**config.mk**
```make
export PLATFORM = sky130hd
export DESIGN_NAME = pcd_frame_sequencer
export DESIGN_NICKNAME = d
export VERILOG_FILES = /design/src/rtl/ISO14443A_pkg.sv /design/src/rtl/frame_parity_check.sv /design/src/rtl/pcd_frame_sequencer.sv
export SDC_FILE = /design/constraint.sdc
export NUM_CORES = 1
export LEC_CHECK = 0
export BUFFER_PORTS_ARGS = -buffer_cell sky130_fd_sc_hd__buf_2
export CORE_MARGIN = 1.5
export CORE_UTILIZATION = 40
export DETAILED_ROUTE_END_ITERATION = 10
export GPL_TIMING_DRIVEN = 0
export PLACE_DENSITY_LB_ADDON = 0.05
export SLEW_MARGIN = 20
export SYNTH_ARGS = -nofsm -noshare
export SYNTH_HDL_FRONTEND = slang
export SYNTH_SLANG_ARGS = --single-unit
```
**constraint.sdc**
```tcl
create_clock -name clk -period 2 [get_ports clk]
set_input_delay 0.4 -clock clk [delete_from_list [all_inputs] [get_ports clk]]
set_output_delay 0.4 -clock clk [all_outputs]
set_load 0.02 [all_outputs]
```
**src/rtl/ISO14443A_pkg.sv**
```systemverilog
// ISO14443A shared types for the PICC receive path.
// Holds the PCD bit-sequence encoding and frame-size limits.
package ISO14443A_pkg;

   typedef enum logic [1:0] {
      PCDBitSequence_ERROR = 2'd0,
      PCDBitSequence_X     = 2'd1,
      PCDBitSequence_Y     = 2'd2,
      PCDBitSequence_Z     = 2'd3
   } PCDBitSequence;

   localparam int MAX_FRAME_BITS = 2304;

endpackage

```
**src/rtl/frame_parity_check.sv**
```systemverilog
// Odd-parity tracker over 9-bit groups (8 data + 1 parity).
// Built only when PCD_FRAME_PARITY_CHECK_EN is defined.
`ifdef PCD_FRAME_PARITY_CHECK_EN
module frame_parity_check (
   input  logic clk,
   input  logic rst_n,
   input  logic clear,
   input  logic emit,
   input  logic data,
   output logic parity_bit,
   output logic parity_error
);

   logic [3:0] idx;
   logic       acc;

   // Group index and running XOR; outputs align with the emitted bit.
   always_ff @(posedge clk) begin
      if (!rst_n) begin
         idx          <= 4'd0;
         acc          <= 1'b0;
         parity_bit   <= 1'b0;
         parity_error <= 1'b0;
      end else begin
         parity_bit   <= 1'b0;
         parity_error <= 1'b0;
         if (clear) begin
            idx <= 4'd0;
            acc <= 1'b0;
         end else if (emit) begin
            if (idx == 4'd8) begin
               parity_bit   <= 1'b1;
               parity_error <= ~(acc ^ data);
               idx          <= 4'd0;
               acc          <= 1'b0;
            end else begin
               idx <= idx + 4'd1;
               acc <= acc ^ data;
            end
         end
      end
   end

endmodule
`endif

```
**src/rtl/pcd_frame_sequencer.sv**
```systemverilog
// Turns PCD bit sequences into SOC / data / EOC / error events.
// Optional parity checking: define PCD_FRAME_PARITY_CHECK_EN.
module pcd_frame_sequencer
   import ISO14443A_pkg::*;
#(
   parameter int BITS_W = 12
) (
   input  logic              clk,
   input  logic              rst_n,
   input  PCDBitSequence     in_seq,
   input  logic              in_seq_valid,
   output logic              out_soc,
   output logic              out_eoc,
   output logic              out_data,
   output logic              out_data_valid,
   output logic              out_error,
   output logic              out_active,
   output logic [BITS_W-1:0] out_bit_count,
   output logic              out_parity_bit,
   output logic              out_parity_error
);

   localparam logic [1:0] ST_IDLE = 2'd0;
   localparam logic [1:0] ST_DATA = 2'd1;
   localparam logic [1:0] ST_ERR  = 2'd2;

   logic [1:0]        state, state_n;
   logic              pending, pending_n;
   logic              pend_val, pend_val_n;
   logic              prev_zero, prev_zero_n;
   logic              y_seen, y_seen_n;
   logic [BITS_W-1:0] count_n;
   logic              soc_n, eoc_n, dv_n, data_n, err_n;
   logic              emit, fault;

   // Next-state decode; a held bit is released by the following symbol.
   always_comb begin
      state_n     = state;
      pending_n   = pending;
      pend_val_n  = pend_val;
      prev_zero_n = prev_zero;
      y_seen_n    = y_seen;
      count_n     = out_bit_count;
      soc_n       = 1'b0;
      eoc_n       = 1'b0;
      dv_n        = 1'b0;
      data_n      = 1'b0;
      err_n       = 1'b0;
      emit        = 1'b0;
      fault       = 1'b0;
      if (in_seq_valid) begin
         unique case (state)
            ST_IDLE: begin
               if (in_seq == PCDBitSequence_Z) begin
                  soc_n       = 1'b1;
                  state_n     = ST_DATA;
                  prev_zero_n = 1'b1;
                  pending_n   = 1'b0;
                  count_n     = '0;
               end
            end
            ST_DATA: begin
               unique case (in_seq)
                  PCDBitSequence_X: begin
                     emit        = 1'b1;
                     pending_n   = 1'b1;
                     pend_val_n  = 1'b1;
                     prev_zero_n = 1'b0;
                  end
                  PCDBitSequence_Z: begin
                     if (prev_zero) begin
                        emit       = 1'b1;
                        pending_n  = 1'b1;
                        pend_val_n = 1'b0;
                     end else begin
                        fault = 1'b1;
                     end
                  end
                  PCDBitSequence_Y: begin
                     if (!prev_zero) begin
                        emit        = 1'b1;
                        pending_n   = 1'b1;
                        pend_val_n  = 1'b0;
                        prev_zero_n = 1'b1;
                     end else if (pending) begin
                        eoc_n     = 1'b1;
                        state_n   = ST_IDLE;
                        pending_n = 1'b0;
                     end else begin
                        fault = 1'b1;
                     end
                  end
                  default: fault = 1'b1;
               endcase
            end
            ST_ERR: begin
               if (in_seq == PCDBitSequence_Y) begin
                  if (y_seen) begin
                     state_n  = ST_IDLE;
                     y_seen_n = 1'b0;
                  end else begin
                     y_seen_n = 1'b1;
                  end
               end else begin
                  y_seen_n = 1'b0;
               end
            end
            default: state_n = ST_IDLE;
         endcase
      end
      if (emit && pending) begin
         if (&out_bit_count) begin
            fault = 1'b1;
         end else begin
            dv_n    = 1'b1;
            data_n  = pend_val;
            count_n = out_bit_count + 1'b1;
         end
      end
      if (fault) begin
         err_n     = 1'b1;
         state_n   = ST_ERR;
         pending_n = 1'b0;
         y_seen_n  = 1'b0;
      end
   end

   // State, flags and registered outputs.
   always_ff @(posedge clk) begin
      if (!rst_n) begin
         state          <= ST_IDLE;
         pending        <= 1'b0;
         pend_val       <= 1'b0;
         prev_zero      <= 1'b0;
         y_seen         <= 1'b0;
         out_soc        <= 1'b0;
         out_eoc        <= 1'b0;
         out_data       <= 1'b0;
         out_data_valid <= 1'b0;
         out_error      <= 1'b0;
         out_active     <= 1'b0;
         out_bit_count  <= '0;
      end else begin
         state          <= state_n;
         pending        <= pending_n;
         pend_val       <= pend_val_n;
         prev_zero      <= prev_zero_n;
         y_seen         <= y_seen_n;
         out_soc        <= soc_n;
         out_eoc        <= eoc_n;
         out_data       <= data_n;
         out_data_valid <= dv_n;
         out_error      <= err_n;
         out_active     <= (state_n == ST_DATA);
         out_bit_count  <= count_n;
      end
   end

`ifdef PCD_FRAME_PARITY_CHECK_EN
   frame_parity_check u_parity (
      .clk          (clk),
      .rst_n        (rst_n),
      .clear        (soc_n),
      .emit         (dv_n),
      .data         (data_n),
      .parity_bit   (out_parity_bit),
      .parity_error (out_parity_error)
   );
`else
   assign out_parity_bit   = 1'b0;
   assign out_parity_error = 1'b0;
`endif

endmodule
```
==> flow_metrics.tcl <==
set metrics [dict create \
    gr-total-overflow 0 \
    finalCritPeriodShare 0.937 \
    seq_area_um2 483 \
    num_rows 21 \
    drc 0 \
    netlist_instances 159 \
    yosysSeqAreaShare 0.347 \
    cts_buffer_depth 2 \
    synth_xor_area_frac 0 \
    wl_met3_um 109 \
    cts_tree "yes" \
    dpl.hpwl_um 2380 \
    max-slew-margin-rel 0.644 \
    p_leak_nw 0.672 \
    report.final.slew_viol_count 0 \
    clock_skew_ns 0.00908 \
    yosys.area_share.simple 0.274 \
    p_total_w 0.000942 \
    top_register "out_bit_count" \
    cp-start-kind "register" \
    end_kind "register" \
    die-width_um 61.8 \
    synth_most_common_cell "dfxtp_1" \
    synth_top_area_cell "dfxtp_1" \
    dr.pass1.iters 4 \
    synth-compound-area-share 0.197 \
    vias 1297 \
    die-area_um2 3820 \
    stdcell_count 232 \
    wl_met2_um 1500 \
    yosysUniqueCellTypes 44 \
    peakVddDrop_mv 0.293 \
    gp_congestion 0.819 \
    fin_crit_ns 1.87 \
    max_cap_viol_count 0 \
    yosys_warnings 0 \
    cp.required_ns 2.24 \
    numCtsBuffers 3 \
    ys.flop_type "dfxtp_1" \
    reg_top3 "out_bit_count (12), state (2)" \
    met1_length_um 1620 \
    grt_max_degree 15 \
    grt_pass1_wl_um 5360 \
    synth_area_per_cell_um2 8.71 \
    area_growth_pct 18.2 \
    multiInputGateArea_um2 836 \
    largest_reg_flops 12 \
    clkLatencyLatePin_ns 0.33 \
    place_inst 228 \
    portBuffers 22 \
    critPathKind "reg -> reg" \
    highest_layer "met4" \
    whs_ns 0.382 \
    clk_pin_slew_worst_paths_ns 0.15 \
    ant_nets 0 \
    synth_top_family_by_area "simple AND/OR/NAND/NOR gates" \
    max_freq_ghz 0.534 \
    initial_core_util 0.415 \
    ys_ff_latch 24 \
    critPathArrivalTime_ns 2.12 \
    first_iter_violations 89 \
    h-tree-depth 1 \
    run_status "completed" \
    grt_pass1_vias 1164 \
    synth_mux_area_frac 0.0452 \
    synthAdderAreaFrac 0.0632 \
    synthArstFlopShare 0 \
    wl_um 3260 \
    nets 199 \
    fillers 340 \
    antenna_found_initial 0 \
    wire_per_inst_um 14.0 \
    setup_viol 0 \
    track_usage 0.188 \
    clkSinkCount 24 \
    critPathMaxFanout 7 \
    synth_area_leaders "dfxtp_1 35%, ha_1 6.3%, nand2_1 3.8%, a21oi_1 3.6%, o21ai_0 3.6%" \
    rsz0062_at_grt "false" \
    core_area_um2 3340 \
    hold_class "in -> reg" \
    root_buffer "clkbuf_4" \
    hold_viol_final 0 \
    syn_area_um2 1390 \
    post_drt_via_cell_ratio 5.59 \
    postPlaceCellArea_um2 1560 \
    drive_above_1_share 0.258 \
    synth_edf_count 0 \
    io_pins 25 \
    ctsHoldBuffers 0 \
    diodes 0 \
    powerDensity_nw_per_um2 575 \
    synth_top_cell_area_share 0.347 \
    dieHeight_um 61.8 \
    finalInstanceArea_um2 1640 \
    synthTopCellsByCount "24 x dfxtp_1, 14 x nand2_1, 10 x a21oi_1, 10 x o21ai_0" \
    worstMarginPinSlew_ns 0.530 \
]
-- area by class of cell --
type / instances / area share
clock buffer: 3 / 0.0138
inverter: 8 / 0.0183
sequential: 24 / 0.295
tap: 46 / 0.0351
multi-input combinational: 119 / 0.510
timing repair buffer: 22 / 0.0672
buffer: 9 / 0.0420
clock inverter: 1 / 0.0183
-- cell families (layout without fill, tap and decap cells) --
family | count (synthesis) | after routing
fa+ha+maj | 7 | 7
mux | 6 | 6
compound gates | 42 | 42
other cells | 1 | 2
simple gates | 62 | 62
flops | 24 | 24
buf+inv | 17 | 43
-- metal layers --
layer / track usage / up-vias
met2: 0.295 / 27
li1: - / 645
met5: 0 / -
met3: 0.0311 / 4
met1: 0.260 / 621
met4: 0.0699 / 0
-- worst max-delay path, stage by stage (launching register included) --
cell	delay, ns
dfxtp_2	0.40
ha_2	0.24
nand4_4	0.15
or3_1	0.39
buf_2	0.18
o221ai_4	0.22
and3b_1	0.20
-- power by group --
part           switching, W  total [W]  internal [W]
logic             0.0000537  0.0000892     0.0000354
clock network      0.000162   0.000364      0.000203
registers        0.00000442   0.000488      0.000484
total              0.000220   0.000942      0.000722
-- per-stage QoR --
stage	setup slack, ns	util	TNS, ns
floorplan	0.00256	-	0
global placement	-0.370	0.466	-2.83
detailed placement	-0.455	0.466	-3.61
CTS	0.000280	0.485	0
global route	0.00642	0.491	0
finish	0.126	0.491	0
-- repair_timing --
action                     in CTS  in global routing
setup endpoints to repair      10                  6
pin swaps                       0                  1
setup buffers                   0                  0
gates resized for setup         3                  4
-- worst paths after layout --
| check | startpoint | endpoint | slack [ns] | cells past startpoint |
|---|---|---|---|---|
| worst max-delay path | out_bit_count[0] | out_active | 0.13 | 6 |
| worst min-delay path | rst_n | out_bit_count[3] | 0.38 | 3 |
| worst max register to register | out_bit_count[0] | out_active | 0.13 | 6 |
| worst min register to register | pend_val | out_data | 0.45 | 2 |
-- cell usage in the layout, fill, tap and decap left out, types with 4 or more instances in the layout --
cell      synthesis  layout
buf_2             2      24
dfxtp_1          24      22
nand2_1          14      14
a21oi_1          10      10
o21ai_0          10       9
inv_1             8       8
nor2_1            8       8
ha_1              7       6
nand3_1           5       5
or3_1             5       5
mux2i_1           4       4
buf_4             4       4
nand4_1           4       4
o211ai_1          4       4
No activity file was read; power rests on OpenSTA's default activity.
